--- config.mk ---
export PLATFORM = sky130hd
export DESIGN_NAME = column_writer
export DESIGN_NICKNAME = d
export VERILOG_FILES = /design/src/rtl/column_writer.sv
export SDC_FILE = /design/constraint.sdc
export NUM_CORES = 1
export LEC_CHECK = 0
export BUFFER_PORTS_ARGS = -buffer_cell sky130_fd_sc_hd__buf_2
export CORE_ASPECT_RATIO = 0.5
export CORE_UTILIZATION = 48
export DETAILED_ROUTE_END_ITERATION = 12
export GPL_ROUTABILITY_DRIVEN = 1
export GPL_TIMING_DRIVEN = 0
export PLACE_DENSITY = 0.75
export SYNTH_ARGS = -nofsm -noshare
export SYNTH_HDL_FRONTEND = slang
export SYNTH_SLANG_ARGS = --single-unit
--- constraint.sdc ---
create_clock -name clk -period 2.5 [get_ports clk]
set_input_delay 0.25 -clock clk [delete_from_list [all_inputs] [get_ports clk]]
set_output_delay 0.25 -clock clk [all_outputs]
set_load 0.05 [all_outputs]
--- src/rtl/column_writer.sv ---
// Purpose: clamps a raw wall descriptor and emits it as two 16-bit write beats to the VGA column decoder.
// Latency: beat1 one cycle after accept (plus any residual gap), beat2 BEAT_GAP+1 cycles after beat1.
// Backpressure: none downstream; in_ready drops while a column is in flight and the next descriptor is taken on the beat2 cycle.
module column_writer #(
    parameter int SCREEN_H = 480,
    parameter int NUM_COLS = 640,
    parameter int BEAT_GAP = 0
) (
    input  logic        clk,
    input  logic        reset,
    input  logic        in_valid,
    output logic        in_ready,
    input  logic [10:0] in_height,
    input  logic        in_wall_dir,
    input  logic [2:0]  in_tex_type,
    input  logic [5:0]  in_tex_offset,
    output logic        chipselect,
    output logic        write,
    output logic [15:0] writedata,
    output logic [9:0]  col_count,
    output logic        frame_done
);

    typedef enum logic [1:0] {S_IDLE, S_B1, S_B2} state_t;

    localparam logic [10:0] SCREEN_H11 = 11'(SCREEN_H);
    localparam logic [8:0]  SCREEN_H9  = 9'(SCREEN_H);
    localparam logic [9:0]  LAST_COL   = 10'(NUM_COLS - 1);
    localparam logic [3:0]  GAP_RELOAD = 4'(BEAT_GAP);

    state_t      state;
    logic [3:0]  gap_cnt;
    logic [15:0] beat1;
    logic [15:0] beat2;
    logic [8:0]  h_clamp;
    logic [8:0]  top;
    logic        issue;
    logic        accept;

    // A beat goes out whenever a column is in flight and the inter-beat gap has drained.
    assign issue    = (state != S_IDLE) && (gap_cnt == 4'd0);
    assign in_ready = (state == S_IDLE) || ((state == S_B2) && (gap_cnt == 4'd0));
    assign accept   = in_valid && in_ready;

    // Outputs decode registered state only, so nothing from in_* reaches the decoder port combinationally.
    assign chipselect = issue;
    assign write      = issue;
    assign writedata  = issue ? ((state == S_B1) ? beat1 : beat2) : 16'd0;
    assign frame_done = issue && (state == S_B2) && (col_count == LAST_COL);

    // Height clamp to 1..SCREEN_H and vertical centring; odd differences truncate.
    always_comb begin
        h_clamp = in_height[8:0];
        if (in_height == 11'd0) begin
            h_clamp = 9'd1;
        end else if (in_height > SCREEN_H11) begin
            h_clamp = SCREEN_H9;
        end
        top = (SCREEN_H9 - h_clamp) >> 1;
    end

    // Column FSM, gap timer, packed-word capture and frame column counter.
    always_ff @(posedge clk) begin
        if (reset) begin
            state     <= S_IDLE;
            gap_cnt   <= 4'd0;
            col_count <= 10'd0;
            beat1     <= 16'd0;
            beat2     <= 16'd0;
        end else begin
            // The gap keeps draining in idle so the minimum spacing after a beat holds across idle periods.
            if (issue) begin
                gap_cnt <= GAP_RELOAD;
            end else if (gap_cnt != 4'd0) begin
                gap_cnt <= gap_cnt - 4'd1;
            end

            // Safe to overwrite on the beat2 cycle: the old beat2 is on the bus this very cycle.
            if (accept) begin
                beat1 <= {3'b000, top, in_wall_dir, in_tex_type};
                beat2 <= {1'b0, h_clamp, in_tex_offset};
            end

            case (state)
                S_IDLE: begin
                    if (accept) state <= S_B1;
                end
                S_B1: begin
                    if (issue) state <= S_B2;
                end
                S_B2: begin
                    if (issue) begin
                        state     <= accept ? S_B1 : S_IDLE;
                        col_count <= (col_count == LAST_COL) ? 10'd0 : col_count + 10'd1;
                    end
                end
                default: state <= S_IDLE;
            endcase
        end
    end

endmodule

Yosys cells after proc, flatten, opt, wreduce, memory -nomap -nowiden
Index checks and enable logic that the tools add are counted.
{"block": "word_totals", "mem_bits_ro": 0, "in_bits": 24, "out_inout_bits": 30, "mem_bits_rw": 0, "word_cells": 39, "latchBits": 0, "n_memories": 0, "regBits": 43}
{"block": "classes", "addsub": 3, "n_bitwise": 0, "reduce_logical": 14, "mux": 10, "eq_ne": 6, "shift": 0, "n_mul": 0, "magnitude_cmp": 1, "div_mod_pow": 0}
{"operator": "15-bit two-way mux", "n": 2}
{"operator": "9-bit two-way mux", "n": 2}
{"operator": "11-bit by 9-bit > comparator with 1-bit output (second input constant)", "n": 1}
{"operator": "11-bit logical NOT", "n": 1}
{"operator": "10-bit by 1-bit adder with 10-bit output (second input constant)", "n": 1}
{"operator": "10-bit equality test (second input constant)", "n": 1}
{"operator": "10-bit two-way mux", "n": 1}
{"operator": "9-bit subtractor (first input constant)", "n": 1}
{"operator": "2-bit two-way mux", "n": 3}
{"operator": "2-bit inequality test (second input constant)", "n": 3}
{"operator": "2-bit case mux with 3 select lines", "n": 1}
{"operator": "1-bit logical AND", "n": 5}
{"operator": "4-bit logical NOT", "n": 1}
{"operator": "4-bit nonzero test", "n": 1}
{"operator": "4-bit by 1-bit subtractor with 4-bit output (second input constant)", "n": 1}
{"operator": "3-bit AND reduction", "n": 1}
{"operator": "2-bit by 1-bit equality test with 1-bit output (second input constant)", "n": 1}
{"operator": "2-bit equality test (second input constant)", "n": 1}
{"operator": "2-bit logical NOT", "n": 1}
{"operator": "2-bit AND reduction", "n": 1}
{"operator": "2-bit nonzero test", "n": 1}
{"operator": "2-bit OR reduction", "n": 1}
{"operator": "1-bit logical OR", "n": 1}
{"operator": "1-bit two-way mux", "n": 1}

Logic depth before layout (Yosys ltp)
{"block": "logic_depth", "ltp_word": 7, "depth_mapped": 9, "ltp_nobuf": 8}

Worst setup path before layout
Ideal clock, no wire load.
{"block": "synth_path", "path_kind": "register to output", "from": "register col_count[2]", "to": "output port frame_done", "path_buffers": 0, "path_slack_ns": 0.007, "t_required_ns": 2.250, "arrival_time_ns": 2.243, "path_stages_with_launch": 4, "cell_sequence": "dfxtp_1 and4_1 nand2_1 nor3_1"}
{"block": "synth_via", "elab_chain_cells": 2}
{"element": "from (decl)", "line_no": "20", "source": "output logic [9:0] col_count,"}
{"element": "from (signal assigned)", "line_no": "94", "source": "col_count <= (col_count == LAST_COL) ? 10'd0 : col_count + 10'd1;"}
{"element": "10-bit equality test", "line_no": "49", "source": "assign frame_done = issue && (state == S_B2) && (col_count == LAST_COL);"}
{"element": "1-bit logical AND", "line_no": "49"}
{"element": "to (decl)", "line_no": "21", "source": "output logic frame_done"}
No other way between the ends.

Worst setup path after layout
{"block": "layout_path", "from": "input port in_height[0]", "to": "register beat1[11]"}
{"block": "layout_via", "elab_chain_cells": 4, "elab_cells_between_ends": 5, "cone_classes": "add/sub: 1; order compare: 1; mux: 2; reduce/logical: 1"}
{"element": "from (decl)", "line_no": "13", "source": "input logic [10:0] in_height,"}
{"element": "11-bit by 9-bit > comparator with 1-bit output", "line_no": "56", "source": "end else if (in_height > SCREEN_H11) begin"}
{"element": "9-bit two-way mux", "line_no": "56"}
{"element": "9-bit two-way mux *", "line_no": "54", "source": "if (in_height == 11'd0) begin"}
{"element": "9-bit subtractor *", "line_no": "59", "source": "top = (SCREEN_H9 - h_clamp) >> 1;"}
{"element": "to (signal assigned)", "line_no": "80", "source": "beat1 <= {3'b000, top, in_wall_dir, in_tex_type};"}
{"element": "to (decl)", "line_no": "33", "source": "logic [15:0] beat1;"}
Mark *: on every way between the ends. The rest lies on a longest branch, timed or not.
A chain may end at the register's enable or synchronous reset.

==> summary.txt <==
Outcome
  • Outcome: completed

Critical path
  • R2r endpoint: beat1[5]
  • Worst setup SP type: primary input
  • Kind of critical path: primary input to flop
  • R2R Setup Slk: 610 ps
  • Critical-path cell list: buf_2 -> or4_4 -> nor4_2 -> a21oi_1 -> ha_2 -> nor4b_1 -> or3b_2 -> a2bb2oi_1 -> a211oi_1
  • Buf/Inv on CP: 1
  • Cells on worst reg2reg path: 8
  • Worst EP arrival: 2580 ps
  • Max FO, Critical Path: 7
  • Max incr delay on CP: 570 ps
  • Worst R2R Start: gap_cnt[0]
  • Worst EP required: 2670 ps
  • Crit path max-delay family: simple AND/OR/NAND/NOR gates
  • Crit. End Element: flop
  • CP max stage cell: or4_4

Yosys
  • Post-synthesis compound-gate area fraction: 19.9%
  • Post-synth EDFFs: 0
  • Cells after Synth: 289
  • Distinct cells, synth: 51
  • Xor/xnor share of the synthesized area: 3.09%
  • Yosys Warn Count: 0
  • Post-synthesis simple-gate area fraction: 29.9%
  • Largest family of logic cells by synthesized area: simple AND/OR/NAND/NOR gates
  • Synth Area per Inst: 7.85 sq um
  • Synth Net Count: 317
  • Adder-cell share of the synthesized area: 2.21%
  • Asr flop ratio synth: 0%
  • Main synth FF type: dfxtp_1
  • Synthesized cell area: 0.00227 sq mm
  • Sequential area share after synthesis: 37.9%
  • Mux cell area share after synthesis: 0.496%
  • Yosys reg bits: 43

Routing
  • Vias per Instance: 5.42
  • Antenna Nets Post-Route: 0
  • Remaining DRCs: 0
  • Total wire length: 5610 microns
  • Met1 WL: 2660 microns
  • Max layer used: met4
  • Detailed-router iteration count before antenna repair: 4
  • Routed length on met2: 2670 microns
  • Iter 0 DRT Violations: 100
  • Vias: 2195
  • Mean routed wirelength per cell: 13.8 microns
  • WL met3: 202 microns

Final layout
  • Area grow syn2layout: 20.7%
  • Layout cells sized above 1: 24.4%
  • Post-route cell area: 0.00274 sq mm
  • # nets final: 375
  • Ant diodes: 0

Floorplan
  • Core Rows: 17
  • Die Y-Extent: 50.6 microns
  • Number of I/O pins: 54
  • Die width: 99.2 microns
  • Initial Util: 50.8%
  • Core Area: 0.00447 sq mm
  • Die area: 0.00502 sq mm

STA
  • Worst Skew: 7.23 ps
  • Final setup violation count: 0
  • Final Cycle Share: 96.6%
  • Setup tns final: 0 ps
  • RSZ-0062 raised after global routing: false
  • Slew HR: 61.1%
  • Fin. max-slew vios: 0
  • Worst-Margin Slew: 584 ps
  • Fmax: 414 MHz
  • Final Hold Viols: 0
  • Minimum clock period: 2420 ps

GRT
  • GRT overflow: 0
  • Total GRT Usage: 23.7%
  • First-pass GRT wire length: 9050 microns
  • Initial antenna violation count: 0
  • Largest net degree at the start of global routing: 14
  • Vias in the first global route: 1945

Hold path
  • HP Class: primary input to flop
  • Worst Hold End: beat2[1]
  • Hold path depth: 3
  • Worst hold start: in_tex_offset[1]

Clock tree
  • Clk pin slew, worst setup/hold paths: 80 ps
  • Clock Tree Root: clkbuf_8
  • CTS Hold Bufs: 0
  • Cts bufs inserted: 5
  • CTS tree: yes
  • Clk sinks: 43
  • Maximum root-to-sink buffer count: 2
  • H-tree depth: 2
  • Clk_lat worst skew: 310 ps

Pwr
  • Leak: 1.12 nW
  • Power Dens Cells: 889 mW/mm^2
  • Peak VDD IR: 0.353 mV

Placed design
  • Detail Placement HPWL: 4000 microns
  • PortBufs: 50
  • GPL Wtd Cong: 0.832
  • Post-DP Area: 0.00259 sq mm

Flow run
  • Max-cap violations: 0
[Yosys cell counts (3+ instances only)]
cell type	instances	area, sq um
nand4_1	6	37.5
nor2_1	24	90.1
nand3_1	8	40.0
buf_4	3	22.5
xor2_1	6	52.6
dfxtp_1	43	861
and3_1	4	25.0
or3_1	5	31.3
nand2_1	60	225
ha_1	4	50.1
inv_1	5	18.8
nand2b_1	4	25.0
nor3_1	6	30.0
and4_1	3	26.3
buf_2	4	20.0
buf_6	4	45.0
a21oi_1	41	205
o21ai_0	7	35.0
a211oi_2	3	37.5
clkbuf_1	10	37.5
[registers in the layout (all words and copies together), names as in the netlist]
name       flops
gap_cnt        4
beat2         15
col_count     10
beat1         12
state          2
[through the flow]
stage	hold slack (ps)	util, %	instances	power, mW	setup WS [ps]
final	171	61.3	405	2.43	84.1
after global routing	180	61.3	405	2.57	8.27
after CTS	168	61.1	405	2.44	38.1
after detailed placement	449	58.0	396	1.77	-280
after global placement	443	58.0	396	1.74	-224
after floorplan	386	-	289	1.56	6.98
[worst max path at each step]
stage	from	to	slack (ps)	depth (start not counted)
finish	in_height[0]	beat1[11]	80	9
global route	state[1]	writedata[7]	8	6
CTS	in_height[0]	beat1[11]	40	9
detailed placement	in_height[0]	beat1[11]	-280	9
global placement	in_height[0]	beat1[11]	-220	9
floorplan	col_count[2]	frame_done	7	3
[worst register-to-register path, cell delays in order, from the launching register on]
cell and delay (ps):
dfxtp_1 320, inv_1 110, ha_1 190, or3b_1 370
buf_6 150, a21oi_4 240, buf_6 180, o21ai_0 110
a21oi_1 150
[what timing repair did]
action	in CTS	in global routing
gates resized for setup	1	4
buffers inserted	1	0
setup endpoints to repair	10	11
[cell families after synthesis]
kind of cell | Yosys count
mux | 1
xor+xnor | 8
flops | 43
compound gates | 70
simple gates | 136
buf+inv | 26
other cells | 1
fa+ha+maj | 4
[final cells by class]
cell class,instances,area [sq um]
Fill cell,417,1730
Multi-Input combinational cell,220,1270
Sequential cell,43,861
Timing Repair Buffer,51,258
Buffer,21,126
Clock buffer,6,72.6
Tap cell,57,71.3
Clock inverter,2,60.1
Inverter,5,18.8
[metal layers]
| layer | up-vias | global-route usage (%) |
|---|---|---|
| met4 | 0 | 7.84 |
| li1 | 1116 | - |
| met1 | 1029 | 30.6 |
| met3 | 9 | 6.82 |
| met5 | - | 0 |
| met2 | 41 | 38.3 |
[cell usage in the layout (no fill, tap or decap), types with 3 or more instances in the layout]
cell / n
a211oi_2: 3
a21oi_1: 41
and3_1: 4
and4_1: 3
buf_2: 54
buf_4: 4
buf_6: 4
clkbuf_1: 10
clkbuf_8: 5
dfxtp_1: 43
ha_1: 3
inv_1: 5
nand2_1: 60
nand2b_1: 4
nand3_1: 8
nand4_1: 6
nor2_1: 24
nor3_1: 6
o21ai_0: 6
or3_1: 5
xor2_1: 6
[power breakdown]
part | leakage [nW] | internal, mW | switching, mW | total, mW
Sequential | 0.352 | 0.774 | 0.0614 | 0.835
Combinational | 0.703 | 0.330 | 0.612 | 0.942
Clock | 0.0654 | 0.400 | 0.259 | 0.658
(Power assumes the default switching activity.)
